## config.mk

```make
export PLATFORM = sky130hd
export DESIGN_NAME = sram_access_sequencer
export DESIGN_NICKNAME = d
export VERILOG_FILES = /design/src/rtl/sram_access_sequencer.sv
export SDC_FILE = /design/constraint.sdc
export NUM_CORES = 1
export LEC_CHECK = 0
export ABC_CLOCK_PERIOD_IN_PS = 1550
export CAP_MARGIN = 30
export CORE_MARGIN = 1.5
export CORE_UTILIZATION = 43
export CTS_CLUSTER_DIAMETER = 30
export DETAILED_ROUTE_END_ITERATION = 10
export GPL_ROUTABILITY_DRIVEN = 1
export PLACE_DENSITY_LB_ADDON = 0.2
export SYNTH_ARGS = -nofsm -noshare
export SYNTH_HDL_FRONTEND = slang
export SYNTH_SLANG_ARGS = --single-unit
```

## constraint.sdc

```tcl
create_clock -name Clock -period 1.55 [get_ports Clock]
set_input_delay 0.2325 -clock Clock [delete_from_list [all_inputs] [get_ports Clock]]
set_output_delay 0.2325 -clock Clock [all_outputs]
set_load 0.005 [all_outputs]
```

## src/rtl/sram_access_sequencer.sv

```systemverilog
// Chip-enable / output-enable / write-enable sequencer for four 64 KB SRAM blocks,
// with a programmable wait-state count and DtAck generation back to the 68k.
module sram_access_sequencer #(
  parameter int unsigned WAIT_STATES = 2,
  parameter int unsigned CNT_W       = 4
) (
  input  logic       Clock,
  input  logic       Reset_H,
  input  logic       AS_L,
  input  logic       RW,
  input  logic       UDS_L,
  input  logic       LDS_L,
  input  logic       SRamSelect_H,
  input  logic [3:0] Block_H,
  output logic [3:0] SRam_CE_L,
  output logic       SRam_OE_L,
  output logic       SRam_WE_L,
  output logic       SRam_UB_L,
  output logic       SRam_LB_L,
  output logic       DtAck_L,
  output logic       Busy_H
);

  localparam int unsigned NBLK = 4;

  typedef enum logic [1:0] {IDLE, SETUP, ACCESS, ACK} state_t;

  state_t           state, state_nxt;
  logic [CNT_W-1:0] cnt, cnt_nxt;
  logic [NBLK-1:0]  blk_q, blk_nxt;
  logic             rw_q, rw_nxt;
  logic [NBLK-1:0]  ce_nxt;
  logic             oe_nxt, we_nxt, dtack_nxt, busy_nxt;
  logic             start, strobe, count_en, one_hot;

  assign strobe  = ~UDS_L | ~LDS_L;
  assign one_hot = (Block_H != '0) && ((Block_H & (Block_H - NBLK'(1))) == '0);
  assign start   = ~AS_L & SRamSelect_H & one_hot;
  // Writes only burn wait states once the 68k has driven data for a full cycle.
  assign count_en = rw_q | ~SRam_WE_L;

  // Next-state and next-output decode.
  always_comb begin
    state_nxt = state;
    cnt_nxt   = cnt;
    blk_nxt   = blk_q;
    rw_nxt    = rw_q;
    ce_nxt    = '1;
    oe_nxt    = 1'b1;
    we_nxt    = 1'b1;
    dtack_nxt = 1'b1;
    busy_nxt  = 1'b0;

    case (state)
      IDLE: begin
        if (start) begin
          state_nxt = SETUP;
          blk_nxt   = Block_H;
          rw_nxt    = RW;
        end
      end
      SETUP: begin
        if (AS_L) begin
          state_nxt = IDLE;
        end else begin
          cnt_nxt   = CNT_W'(WAIT_STATES);
          state_nxt = (WAIT_STATES == 0) ? ACK : ACCESS;
        end
      end
      ACCESS: begin
        if (AS_L) begin
          state_nxt = IDLE;
        end else if (count_en) begin
          if (cnt == CNT_W'(1)) state_nxt = ACK;
          else                  cnt_nxt   = cnt - CNT_W'(1);
        end
      end
      ACK: begin
        if (AS_L) state_nxt = IDLE;
      end
      default: state_nxt = IDLE;
    endcase

    if (state_nxt != IDLE) begin
      busy_nxt = 1'b1;
      ce_nxt   = ~blk_nxt;
      oe_nxt   = ~rw_nxt;
    end
    if (state_nxt == ACCESS && !rw_nxt && strobe) we_nxt = 1'b0;
    if (state_nxt == ACK) dtack_nxt = 1'b0;
  end

  // State, latched request and registered SRAM/bus outputs.
  always_ff @(posedge Clock or posedge Reset_H) begin
    if (Reset_H) begin
      state     <= IDLE;
      cnt       <= '0;
      blk_q     <= '0;
      rw_q      <= 1'b0;
      SRam_CE_L <= '1;
      SRam_OE_L <= 1'b1;
      SRam_WE_L <= 1'b1;
      DtAck_L   <= 1'b1;
      Busy_H    <= 1'b0;
    end else begin
      state     <= state_nxt;
      cnt       <= cnt_nxt;
      blk_q     <= blk_nxt;
      rw_q      <= rw_nxt;
      SRam_CE_L <= ce_nxt;
      SRam_OE_L <= oe_nxt;
      SRam_WE_L <= we_nxt;
      DtAck_L   <= dtack_nxt;
      Busy_H    <= busy_nxt;
    end
  end

  assign SRam_UB_L = Busy_H ? UDS_L : 1'b1;
  assign SRam_LB_L = Busy_H ? LDS_L : 1'b1;

endmodule

```

==> results by group <==
Run status
  – Status: finished, violations left
  – Failing checks: negative setup slack

Logic synthesis
  – Post-synth top cells: dfrtp_1 (12), dfstp_2 (7), nand2b_1 (6), a22oi_1 (5)
  – Top cells by area, synth: dfrtp_1 (34%), dfstp_2 (21%), mux2_4 (6.8%), a22oi_1 (4.3%), nand2b_1 (4.3%)
  – Yosys cell types: 28
  – Post-synth ARST share: 100%
  – Avg Synthesized Cell Area: roughly 12 um^2
  – Syn nets: 84
  – Count of state elements after synthesis: 19
  – Count leader, synth: dfrtp_1
  – Post-Syn Instances: 71
  – Post-synth EDFFs: 0
  – Dominant synthesized flop cell: dfrtp_1
  – Netlist Area Pre-Place: 877 um^2
  – Most area-hungry cell type in the Yosys netlist: dfrtp_1
  – Seq/Total Area, Yosys: between 50% and 60%
  – Synth top area share: 34.2%
  – Synth warnings: 0

Worst hold path
  – Worst hold-check path type: in2reg

Critical path
  – Crit Reg-Reg Endpoint: cnt[2]$_DFFE_PP0P_
  – Reg2reg setup slack: -20 ps
  – CP Depth: 5
  – CP endpoint: cnt[2]$_DFFE_PP0P_
  – Cells on worst reg2reg path: 5
  – Worst path bufs/invs: 0
  – Crit Path Max Fanout: 5
  – Arrival @ worst endpoint: around 1800 ps
  – CP startpoint kind: flip-flop
  – Crit-path max cell delay: roughly 450 ps
  – Family with the most delay on the worst path: simple AND/OR/NAND/NOR gates
  – Reg-to-Reg Start: cnt[0]$_DFFE_PP0P_
  – Cell Chain, Critical Path: ha_2, nor3b_4, or4_4, o211ai_1, o31ai_1
  – Required time worst endpoint: ~1700 ps
  – Critical-path top delay cell: or4_4
  – Critical Path Start: cnt[0]$_DFFE_PP0P_
  – Crit path kind: reg2reg
  – CP endpoint kind: flip-flop

Placed design
  – RD Place Congestion: a little over 0.7
  – HPWL Detailed: around 1300 um
  – Port-buffer cells: 20

Route
  – Routed WL: approximately 1800 um
  – Initial DRC count: 19
  – DRC: 0
  – Drt via density: 5.01
  – Highest metal used: met4
  – Post-route ant nets: 0
  – Met3 wire len: 57 um
  – Vias: about 700
  – Wire length on met2: 917 um
  – Post-Route M1 WL: around 770 um
  – DR WL/cell: roughly 13 um
  – DR pass1 iterations: 4

CTS
  – TritonCTS buffer count: 3
  – Clock Path Buffers: 2
  – Root buf cell: clkbuf_4
  – CTS Hold Bufs: 0
  – Later-pin clock latency in the skew report: approximately 300 ps
  – CTS tree: built
  – H-tree levels: 1
  – Clk slew on worst S/H paths: 110 ps
  – # clock sinks: 19

GRT
  – Vias in the first global route: 633
  – Gr usage total: between 10% and 20%
  – Largest net degree at the start of global routing: 20
  – First-pass GRT wire length: approximately 2700 um
  – Initial antenna violation count: 0
  – Grt total ovfl: 0

Timing
  – Final worst setup slack: -18.3 ps
  – # setup viols final: 2
  – Worst-Margin Slew: 372 ps
  – TNS Setup: -27.3 ps
  – Worst Skew: about 3.6 ps
  – Fin. max-slew vios: 0
  – Hold Violations, Final: 0
  – RSZ-0062 raised after global routing: true
  – Tcrit/Tclk final: 101%
  – Final min period: roughly 1600 ps
  – Hold Worst Slack: 229 ps
  – Fmax: 638 MHz
  – Rel. slew slack: ~75%

Pwr
  – Leak: approximately 0.55 nW
  – Peak supply drop: just under 0.6 mV
  – PD cells: approximately 1100 mW/mm^2

Floorplanning
  – Die area: between 0.002 and 0.0025 mm^2
  – Core area: approximately 0.0019 mm^2
  – Site Rows: 16
  – DIE WIDTH: approximately 48 um
  – Die Y: ~48 um
  – Initial Util: about 45%
  – I/O Pins: 21

Finish
  – Ratio of cells with drive above 1 in the final layout: between 40 and 50%
  – Fillers: approximately 160
  – Area grow syn2layout: 46.9%
  – Ant diodes: 0
  – NumNets Final: 124

Flow run
  – Max-cap violations: 0
what timing repair did:
| item | 4_1_cts | 5_1_grt |
|---|---|---|
| gates resized for setup | 27 | 10 |
| endpoints found under the hold margin | 0 | 0 |
| pin swaps | 5 | 3 |
| endpoints found under the setup margin | 21 | 11 |
| setup buffers | 2 | 0 |
metrics by stage:
step	std cells	instance area (um^2)	util [%]	worst slack, ps	total power [mW]
final	137	1290	66.4	-18.3	1.39
after global routing	137	1290	66.4	-88.3	1.48
after floorplan	71	881	-	-130	0.866
after CTS	137	1260	64.9	-54.0	1.35
after detailed placement	131	1200	62.0	-618	1.06
after global placement	131	1200	62.0	-577	1.04
sequential cells by signal, summed over array words and instances, names as in the netlist:
name / count
DtAck_L: 1
SRam_WE_L: 1
rw_q: 1
state: 2
cnt: 4
SRam_OE_L: 1
blk_q: 4
Busy_H: 1
SRam_CE_L: 4
worst min-delay path by stage:
stage                       startpoint                      to  slack, ps  cells past startpoint
CTS                         Block_H[3]  SRam_CE_L[3]$_DFF_PP1_        230                      3
floorplan                      Reset_H        Busy_H$_DFF_PP0_        180                      1
global route                Block_H[3]  SRam_CE_L[3]$_DFF_PP1_        230                      3
detailed placement  blk_q[2]$_DFF_PP0_  SRam_CE_L[2]$_DFF_PP1_        410                      1
global placement    blk_q[3]$_DFF_PP0_  SRam_CE_L[3]$_DFF_PP1_        410                      1
finish                      Block_H[3]  SRam_CE_L[3]$_DFF_PP1_        230                      3
cell type report:
cell class	count	area [um^2]	area share, %
multi-input cells	47	428	33.2
well taps	27	33.8	2.62
clock buffers	4	26.3	2.04
inverters	4	15.0	1.17
flip-flops and latches	19	484	37.6
repair buffers	36	302	23.4
worst reg2reg max path, stage by stage, from the launching register on:
cell and delay [ps]:
dfrtp_1 400, ha_2 190, nor3b_4 150, or4_4 450
o211ai_1 170, o31ai_1 90
cells by family (layout without fill, tap and decap cells):
family / Yosys count / after routing / share of synthesized area [%]
fa+ha+maj: 2 / 2 / 2.85
flops: 19 / 19 / 55.2
xor+xnor: 1 / 1 / 0.999
simple gates: 23 / 23 / 17.0
buf+inv: 5 / 44 / 3.42
mux: 6 / 6 / 9.27
compound gates: 15 / 15 / 11.3
placed cells by master (no fill, tap or decap), drive strengths merged, types with 2 or more instances in the layout:
cell type      instances
nand2                  2
nor3b                  2
nor2                   4
or4b                   2
buf                   18
a21oi                  2
o21ai                  4
ha                     2
clkdlybuf4s50          7
dfrtp                 12
mux2                   5
dlygate4sd2            7
inv                    4
nand2b                 6
clkbuf                 5
a22oi                  5
dfstp                  7
dlymetal6s2s           2
where the power goes:
part | switching [mW] | internal [mW] | leakage, nW
logic | 0.191 | 0.281 | 0.307
clock network | 0.155 | 0.100 | 0.0150
registers | 0.0688 | 0.597 | 0.226
metal layers:
layer / up-vias / global-route usage [%]
met5: - / 0
met2: 15 / 28.7
li1: 338 / -
met4: 0 / 8.11
met3: 3 / 4.44
met1: 331 / 21.8
Note: power is estimated with default switching activity, not from simulation.
